`config.mk`:
```
export PLATFORM = sky130hd
export DESIGN_NAME = addsub_seq
export DESIGN_NICKNAME = d
export VERILOG_FILES = /design/src/rtl/addsub_seq.sv
export SDC_FILE = /design/constraint.sdc
export NUM_CORES = 1
export LEC_CHECK = 0
export BUFFER_PORTS_ARGS = -buffer_cell sky130_fd_sc_hd__buf_2
export CAP_MARGIN = 20
export CELL_PAD_IN_SITES_DETAIL_PLACEMENT = 1
export CELL_PAD_IN_SITES_GLOBAL_PLACEMENT = 1
export CORE_UTILIZATION = 43
export DETAILED_ROUTE_END_ITERATION = 8
export HOLD_SLACK_MARGIN = 0.1
export PLACE_DENSITY_LB_ADDON = 0.1
export REMOVE_ABC_BUFFERS = 1
export SYNTH_ARGS = -nofsm -noshare
export SYNTH_HDL_FRONTEND = slang
export SYNTH_SLANG_ARGS = --single-unit
```
`constraint.sdc`:
```
create_clock -name clk -period 4.7 [get_ports clk]
set_input_delay 0.94 -clock clk [delete_from_list [all_inputs] [get_ports clk]]
set_output_delay 0.94 -clock clk [all_outputs]
set_load 0.01 [all_outputs]
```
`src/rtl/addsub_seq.sv`:
```
// Word-serial two's complement adder/subtractor.
// A single n-bit addsub is reused once per word, least significant word first,
// with the carry/borrow chained through a register between words.

`ifndef DEFAULT_WIDTH
`define DEFAULT_WIDTH 8
`endif

// n-bit add/subtract slice; in subtract mode b and cin are inverted so that
// cin/cout both carry borrow semantics (1 = borrow).
module addsub #(
  parameter int n = 8
) (
  input  logic [n-1:0] a,
  input  logic [n-1:0] b,
  input  logic         sub,
  input  logic         cin,
  output logic [n-1:0] s,
  output logic         cout,
  output logic         overflow
);

  logic [n-1:0] bx;
  logic         ci;
  logic         co;

  // Ripple add of a and the conditionally inverted b, plus signed overflow.
  always_comb begin
    bx       = sub ? ~b : b;
    ci       = sub ? ~cin : cin;
    {co, s}  = {1'b0, a} + {1'b0, bx} + {{n{1'b0}}, ci};
    cout     = sub ? ~co : co;
    overflow = (a[n-1] == bx[n-1]) && (s[n-1] != a[n-1]);
  end

endmodule

module addsub_seq #(
  parameter int n     = `DEFAULT_WIDTH,
  parameter int WORDS = 4
) (
  input  logic               clk,
  input  logic               reset,
  input  logic               start,
  input  logic               sub,
  input  logic [n*WORDS-1:0] a,
  input  logic [n*WORDS-1:0] b,
  output logic               busy,
  output logic               done,
  output logic [n*WORDS-1:0] sum,
  output logic               cout,
  output logic               overflow,
  output logic               zero
);

  localparam int            KW   = $clog2(WORDS + 1);
  localparam logic [KW-1:0] LAST = KW'(WORDS - 1);

  typedef enum logic [1:0] {
    IDLE,
    RUN,
    DONE
  } state_t;

  state_t             state;
  logic [KW-1:0]      k;
  logic [n*WORDS-1:0] a_q;
  logic [n*WORDS-1:0] b_q;
  logic               sub_q;
  logic               carry_q;

  logic [n-1:0]       a_w;
  logic [n-1:0]       b_w;
  logic               cin_w;
  logic [n-1:0]       s_w;
  logic               cout_w;
  logic               ovf_w;

  // Select word k of the captured operands for the shared slice.
  always_comb begin
    a_w = '0;
    b_w = '0;
    for (int unsigned i = 0; i < WORDS; i++) begin
      if (k == KW'(i)) begin
        a_w = a_q[i*n +: n];
        b_w = b_q[i*n +: n];
      end
    end
    cin_w = (k == '0) ? 1'b0 : carry_q;
  end

  addsub #(.n(n)) u_addsub (
    .a        (a_w),
    .b        (b_w),
    .sub      (sub_q),
    .cin      (cin_w),
    .s        (s_w),
    .cout     (cout_w),
    .overflow (ovf_w)
  );

  // Control FSM: capture on start, write one word per RUN cycle, pulse DONE.
  always_ff @(posedge clk or posedge reset) begin
    if (reset) begin
      state    <= IDLE;
      k        <= '0;
      a_q      <= '0;
      b_q      <= '0;
      sub_q    <= 1'b0;
      carry_q  <= 1'b0;
      sum      <= '0;
      cout     <= 1'b0;
      overflow <= 1'b0;
    end else begin
      case (state)
        IDLE, DONE: begin
          if (start) begin
            a_q   <= a;
            b_q   <= b;
            sub_q <= sub;
            k     <= '0;
            state <= RUN;
          end else begin
            state <= IDLE;
          end
        end
        RUN: begin
          for (int unsigned i = 0; i < WORDS; i++) begin
            if (k == KW'(i)) sum[i*n +: n] <= s_w;
          end
          carry_q <= cout_w;
          k       <= k + 1'b1;
          if (k == LAST) begin
            cout     <= cout_w;
            overflow <= ovf_w;
            state    <= DONE;
          end
        end
        default: state <= IDLE;
      endcase
    end
  end

  assign busy = (state == RUN);
  assign done = (state == DONE);
  assign zero = (sum == '0);

endmodule

```
==> impl_metrics.yaml <==
detailed_routing:
  drc_errors: 18
  post_drt_via_cell_ratio: 5.30
  postRouteAntennaNets: 0
  dr_total_vias: 3716
  wl_per_cell_um: 17.5
  drt-initial-drc-count: 141
  firstDrtPassIters: 6
  routed_wl_um: 12300
place:
  pre_cts_ws_ps: 1240
  dp_cells: 685
  placed_area_um2: 5750
  io_buffers: 104
  hpwl_um: 8950
  gp_congestion: 0.806
floorplanning:
  dieHeight_um: 111
  fp.coreArea_um2: 11500
  die_x_um: 111
  start_util_pct: 44.6
  fp-row-count: 39
  die-area_um2: 12400
  pin_count: 105
status:
  violations: "design-rule violations"
  status: "finished with violations"
timing:
  final_hold_viol_count: 0
  tightest_slew_ps: 948
  rsz0062_at_grt: "no"
  relSlewSlack_pct: 36.8
  period_needed_ps: 3500
  fin_crit_sh_pct: 74.4
  drv_slew: 0
  setup_viol: 0
  fmax_mhz: 286
  setup_tns_ps: 0
  fin_worst_skew_ps: 4.60
  setup_ws_ps: 1200
critical_path:
  worst-path-buf-inv: 2
  worstSetupPathType: "reg -> reg"
  cp_max_fo: 22
  crit_required_ps: 4910
  crit_family: "compound AO/OA/AOI/OAI gates"
  cp_data_arrival_time_ps: 3710
  cp-start-kind: "flop"
  crit_path_end_kind: "flop"
  max_stage_delay_ps: 740
  path_cells: "inv_1 > ha_1 > buf_4 > o31ai_2 > xor2_1 > ha_1 > a21oi_1 > nand2_1 > a31oi_1 > xor2_1 > o21ai_1"
  crit_path_top_delay_cell: "dfrtp_1"
synth:
  yosysTopAreaCell: "dfrtp_1"
  synthFlopType: "dfrtp_1"
  synth_commonest_cells: "105 x dfrtp_1, 75 x nand2_1, 65 x mux2_2"
  yosysMostFrequentCell: "dfrtp_1"
  postSynthAreaPerCell_um2: 11.2
  ys_seq_elements: 105
  synth_edf_count: 0
  yosys_warnings: 0
  synth.area.top_cells: "dfrtp_1 51%, mux2_2 14%, nand2_1 5.5%, ha_1 2.9%, o21ai_1 2.8%"
  async_reset_ff_share_pct: 100
  synth_top_area_share_pct: 51.2
  netlist_instances: 457
  syn_area_um2: 5130
  ys_seq_area_share_pct: 51.2
  synth_cell_types: 43
layout:
  fill_cells: 1275
  final-seq-area_um2: 2630
  multi_input_area_um2: 2340
  final_area_um2: 6040
  layout-drive-gt1-share_pct: 38.4
  post-route-util_pct: 52.5
  nets: 635
  num_antenna_cells: 0
  area_growth_pct: 17.7
  fin_cells: 701
clock_tree:
  postCtsSetupRepairBufs: 0
  cts_root_buffer: "clkbuf_16"
  clock-sinks: 105
  insertion_delay_ps: 350
  postCtsResizedCells: 0
  clk_path_buf_depth: 2
  cts_hold_buf: 0
  clk_pin_slew_ps: 70
  numCtsBuffers: 9
  tritoncts: "built"
  cts_htree_levels: 3
global_route:
  grt_pass1_vias: 3962
  grt_pass1_wl_um: 20600
  globalRouteOverflowTotal: 0
  grtUsageTotal_pct: 21.7
  antenna_found_initial: 0
  grt_max_degree: 79
power:
  ir_worst_vdd_v: 0.000353
  powerDensity_nw_per_um2: 920
  p_leak_nw: 2.82
hold_path:
  hold_path.class: "reg -> reg"
flow_run:
  maxCapViolations: 0
## power by group
group,internal [W],switching (W),total [W]
combinational,0.00129,0.00179,0.00308
sequential,0.00137,0.000359,0.00173
clock,0.000426,0.000316,0.000742
total,0.00309,0.00247,0.00556
## layout by cell type, fill, tap and decap left out, types with 4 or more instances in the layout
| master | n |
|---|---|
| o21ai_1 | 29 |
| o21ai_0 | 14 |
| ha_1 | 12 |
| o31ai_2 | 9 |
| nor2_1 | 14 |
| a21oi_1 | 27 |
| nand2_1 | 75 |
| xnor2_1 | 5 |
| buf_2 | 104 |
| inv_1 | 4 |
| xor2_1 | 10 |
| buf_4 | 8 |
| nand3b_1 | 6 |
| nor4_1 | 8 |
| clkbuf_16 | 9 |
| dfrtp_1 | 105 |
| a21oi_2 | 4 |
| mux2_2 | 65 |
| a22o_1 | 8 |
## worst paths after layout
kind / to / from / slack [ps] / depth (start not counted)
setup / recovery: sum[29] / k[2] / 1200 / 11
hold / removal: overflow / overflow / 500 / 2
setup reg to reg: sum[29] / k[2] / 1200 / 11
hold reg to reg: overflow / overflow / 500 / 2
max in group asynchronous: b_q[20] / reset / 2950 / 3
min in group asynchronous: b_q[0] / reset / 820 / 2
## flip-flops by register name (all words and copies together), names as in the netlist
signal    flops
state         2
carry_q       1
b_q          32
overflow      1
cout          1
sum          32
a_q          32
k             3
sub_q         1
## layer usage
metal	up-vias	routed length [um]	part of all wire, %	global-route usage [%]
li1	1791	-	-	-
met1	1835	5420	44	26.6
met2	82	6250	51	37.8
met3	8	481	3.9	5.58
met4	0	153	1.2	5.77
met5	-	0	0	0
## kinds of logic after synthesis
| group | share of synthesized area (%) |
|---|---|
| simple gates | 11.7 |
| flops | 51.2 |
| compound gates | 12.6 |
| mux | 14.3 |
| buf+inv | 3.37 |
| xor+xnor | 3.19 |
| fa+ha+maj | 3.71 |
## area by class of cell
type	instances	area share [%]
flip-flops and latches	105	43.5
multi-input cells	319	38.7
repair buffers	112	9.61
clock buffers	13	4.14
well taps	143	2.96
clock inverters	3	0.663
inverters	6	0.414
## worst min-delay path, stage by stage, from the launching register on
cell	delay (ps)
dfrtp_1	350
nand2_1	60
o31ai_2	50
## metrics by stage
stage	hold slack [ps]	power, W
6_report	499	0.00556
5_1_grt	529	0.00603
4_1_cts	503	0.00564
3_5_place_dp	481	0.00487
3_3_place_gp	490	0.00478
2_1_floorplan	481	0.00389
(Power assumes the default switching activity.)
